$ cat config.mk
export PLATFORM = sky130hd
export DESIGN_NAME = full_adder_4b
export DESIGN_NICKNAME = d
export VERILOG_FILES = /design/src/rtl/full_adder_4b.sv
export SDC_FILE = /design/constraint.sdc
export NUM_CORES = 1
export LEC_CHECK = 0
export CORE_AREA = 10 10 47 49
export CTS_BUF_LIST = sky130_fd_sc_hd__clkbuf_2 sky130_fd_sc_hd__clkbuf_4 sky130_fd_sc_hd__clkbuf_8
export CTS_CLUSTER_DIAMETER = 120
export DETAILED_ROUTE_END_ITERATION = 12
export DIE_AREA = 0 0 57 59
export PLACE_DENSITY_LB_ADDON = 0.05
export SETUP_SLACK_MARGIN = 0.3
export SYNTH_ARGS = -nofsm -noshare
export SYNTH_HDL_FRONTEND = slang
export SYNTH_SLANG_ARGS = --single-unit
$ cat constraint.sdc
create_clock -name clk -period 2.6 [get_ports clk]
set_input_delay 0.52 -clock clk [delete_from_list [all_inputs] [get_ports clk]]
set_output_delay 0.52 -clock clk [all_outputs]
set_load 0.02 [all_outputs]
$ cat src/rtl/full_adder_4b.sv
// ---------------------------------------------------------------------------
// full_adder_4b
//   WIDTH-bit ripple-carry adder built from a chain of 1-bit full-adder cells.
//   The sum and carry-out are registered, so the result appears one clock
//   after the operands are sampled. One operation is accepted per cycle; there
//   is no handshake.
//
// Ports
//   clk    in   1      rising-edge clock
//   rst_n  in   1      synchronous active-low reset; clears sum and cout
//   a      in   WIDTH  operand A, unsigned
//   b      in   WIDTH  operand B, unsigned
//   cin    in   WIDTH  carry-in; only cin[0] takes part in the addition
//   sum    out  WIDTH  registered (a + b + cin[0]) mod 2**WIDTH
//   cout   out  WIDTH  registered carry-out in bit 0; upper bits are always 0
// ---------------------------------------------------------------------------
module full_adder_4b #(
    parameter int WIDTH = 4
) (
    input  logic             clk,
    input  logic             rst_n,
    input  logic [WIDTH-1:0] a,
    input  logic [WIDTH-1:0] b,
    input  logic [WIDTH-1:0] cin,
    output logic [WIDTH-1:0] sum,
    output logic [WIDTH-1:0] cout
);

    // carry[i] is the carry into cell i; carry[WIDTH] leaves the top cell.
    logic [WIDTH:0]   carry;
    logic [WIDTH-1:0] sum_next;
    logic [WIDTH-1:0] sum_reg;
    logic             cout_reg;

    // The upper carry-in bits are deliberately ignored. Folding the whole bus
    // into a sink signal keeps them visibly consumed without letting any X on
    // them reach the datapath.
    logic unused_cin;
    assign unused_cin = ^cin;

    assign carry[0] = cin[0];

    generate
        for (genvar gi = 0; gi < WIDTH; gi++) begin : g_cell
            logic prop;
            assign prop         = a[gi] ^ b[gi];
            assign sum_next[gi] = prop ^ carry[gi];
            assign carry[gi+1]  = (a[gi] & b[gi]) | (carry[gi] & prop);
        end
    endgenerate

    // Reset wins over the datapath: the operation sampled on a reset edge is
    // dropped rather than delayed.
    always_ff @(posedge clk) begin
        if (!rst_n) begin
            sum_reg  <= '0;
            cout_reg <= 1'b0;
        end else begin
            sum_reg  <= sum_next;
            cout_reg <= carry[WIDTH];
        end
    end

    assign sum  = sum_reg;
    // Zero-extend the single carry bit to the full port width.
    assign cout = WIDTH'(cout_reg);

endmodule

==> flow_summary.yaml <==
status:
  outcome: "finished, final reports clean"
power_and_ir_drop:
  p_sw_share_pct: 24.7
  seq_power_share_pct: 34.2
  powerDensity_nw_per_um2: 557
  ir_drop_mv: 0.120
  p_int_uw: 193
  power_uw: 256
  comb_power_share_pct: 27.5
  clockPowerShare_pct: 38.3
  switching_power_uw: 63.3
  p_leak_nw: 0.212
timing:
  fin_crit_sh_pct: 84.7
  fin_ws_ps: 398
  holdWs_ps: 715
  min_period_ps: 2200
  setup_violations: 0
  setup_tns_ps: 0
  rsz0062_at_grt: "no"
  slew_viol_final: 0
  finalHoldViolations: 0
  max_freq_ghz: 0.454
worst_setup_path:
  crit_path_end_kind: "flip-flop"
  slowest_stage: "fa_1"
  path_cells: "clkdlybuf4s50_1 -> inv_1 -> fa_2 -> inv_2 -> fa_2 -> inv_2 -> fa_1 -> and2b_2"
  cp_max_fo: 1
  cp_slowest_stage_delay_ps: 480
  cp.arrival_ps: 2330
  critPathKind: "input pin to flip-flop"
  cp-start-kind: "input pin"
  cp.required_ps: 2730
floorplan:
  ios: 22
  row_count: 14
  core_sq_um: 1400
  die_w_um: 57
  initial_utilization_pct: 20.1
  dieArea_sq_um: 3360
  fp.dieH_um: 59
finish:
  fin_cells: 59
  largest_register_ff_count: 4
  n_antenna_cell: 0
  drive_gt1_share_pct: 37.2
  nets: 62
  syn_to_final_growth_pct: 63.6
  nFillCells: 164
hold_path:
  whs_path_depth: 3
  hold_class: "input pin to flip-flop"
  hold_end: "sum[0]"
  min-delay-start: "b[0]"
routing:
  wl_um: 552
  drtAntennaViolNets: 0
  routedLengthMet1_um: 124
  vias_per_cell: 3.37
  firstDrtPassIters: 1
  topRoutingLayerUsed: "met4"
  drc_errors: 0
  vias: 199
  met3_length_um: 114
  drt-initial-drc-count: 0
  route.met2.wl_um: 309
  avgRoutedWirePerCell_um: 9.36
clocking:
  postCtsHoldBufs: 0
  cts_sinks: 5
  cts-root-buf: "clkbuf_4"
  cts_setup_buffers: 0
  cts-htree-levels: 1
  path_clk_slew_ps: 40
  cts_buffers: 3
  cts_buffer_depth: 2
  cts_tree: "yes"
grt:
  gr-total-overflow: 0
  grt.total_usage_pct: 3.69
  antenna_found_initial: 0
  grt_max_degree: 6
  grt_pass1_vias: 231
  grt_pass1_wl_um: 869
logic_synthesis:
  ys_warn_count: 0
  ys_ff_latch: 5
  synthSimpleGateAreaFrac_pct: 14.7
  syn_inst: 26
  synth_xor_area_share_pct: 0
  synth.distinct_cells: 7
  syn_area_sq_um: 282
  synth_area_per_cell_sq_um: 10.8
  synthAdderAreaFrac_pct: 28.4
  ys_seq_area_share_pct: 35.6
  synth_top_family_by_area: "adder cells"
  synth_compound_area_share_pct: 0
  synthMuxAreaShare_pct: 0
place:
  dp.final_hpwl_um: 527
  place.port_buffers: 15
  placedCellCount: 55
  gp_congestion: 0.580
  preCtsSetupSlack_ps: -152
run:
  max_cap_violations: 0
[power by group through the flow]
stage                     sequential [mW]  clock [mW]  combinational, mW
after floorplan                    0.0988           0             0.0284
after global placement             0.0887           0             0.0699
after detailed placement           0.0892           0             0.0712
after CTS                          0.0878       0.104             0.0706
after global routing               0.0885       0.104             0.0794
final                              0.0877      0.0981             0.0707
[worst max-delay path by stage]
stage / startpoint / end / slack (ps) / depth (start not counted)
after floorplan: a[0] / sum[3] / 380 / 8
after global placement: a[0] / sum[3] / -130 / 9
after detailed placement: a[0] / sum[3] / -150 / 9
after CTS: a[0] / sum[3] / 330 / 9
after global routing: b[1] / sum[3] / 320 / 8
final: b[1] / sum[3] / 400 / 8
[worst max-delay path, delay by kind of cell]
family / cells / cell delay (ps)
buf+inv: 4 / 600
fa+ha+maj: 3 / 1010
simple gates: 1 / 200
[synthesized netlist by cell type]
| cell type | instances | area, sq um |
|---|---|---|
| and2b_2 | 3 | 26.3 |
| fa_1 | 4 | 80.1 |
| inv_1 | 7 | 26.3 |
| and2_2 | 2 | 15.0 |
| buf_4 | 4 | 30.0 |
| dfxtp_1 | 5 | 100 |
| conb_1 | 1 | 3.75 |
[metrics by stage]
stage | utilization (%) | instance area, sq um
2_1_floorplan | - | 289
3_3_place_gp | 30.6 | 429
3_5_place_dp | 30.6 | 429
4_1_cts | 32.9 | 460
5_1_grt | 32.9 | 460
6_report | 32.9 | 460
[layout by cell type, fill, tap and decap left out]
| master | instances |
|---|---|
| and2_2 | 2 |
| and2b_2 | 3 |
| clkbuf_2 | 1 |
| clkbuf_4 | 4 |
| clkdlybuf4s15_1 | 1 |
| clkdlybuf4s50_1 | 12 |
| conb_1 | 3 |
| dfxtp_1 | 5 |
| dlygate4sd2_1 | 1 |
| fa_1 | 1 |
| fa_2 | 3 |
| inv_1 | 4 |
| inv_2 | 3 |
[cells by family (layout without fill, tap and decap cells)]
family | after synthesis | in the layout
buffers and inverters | 11 | 26
DFF | 5 | 5
and+or+nand+nor | 5 | 5
adders and majority gates | 4 | 4
other | 1 | 3
[cell type report]
type | count | area, sq um | area share (%)
Timing Repair Buffer | 15 | 144 | 31.2
Multi-Input combinational cell | 12 | 140 | 30.4
Sequential cell | 5 | 100 | 21.7
Clock buffer | 4 | 30.0 | 6.52
Inverter | 7 | 26.3 | 5.71
Tap cell | 16 | 20.0 | 4.35
[repair_timing]
item | 4_1_cts | 5_1_grt
hold endpoints to repair | 0 | 0
gates resized for setup | 6 | 6
pin swaps | 1 | 3
endpoints found under the setup margin | 2 | 1
[per-layer routing]
layer / GRT usage, % / up-vias
met1: 1.81 / 89
met4: 5.03 / 0
met5: 0 / -
met2: 5.74 / 12
li1: - / 96
met3: 3.86 / 2
Power figures use the tool's default switching activity.
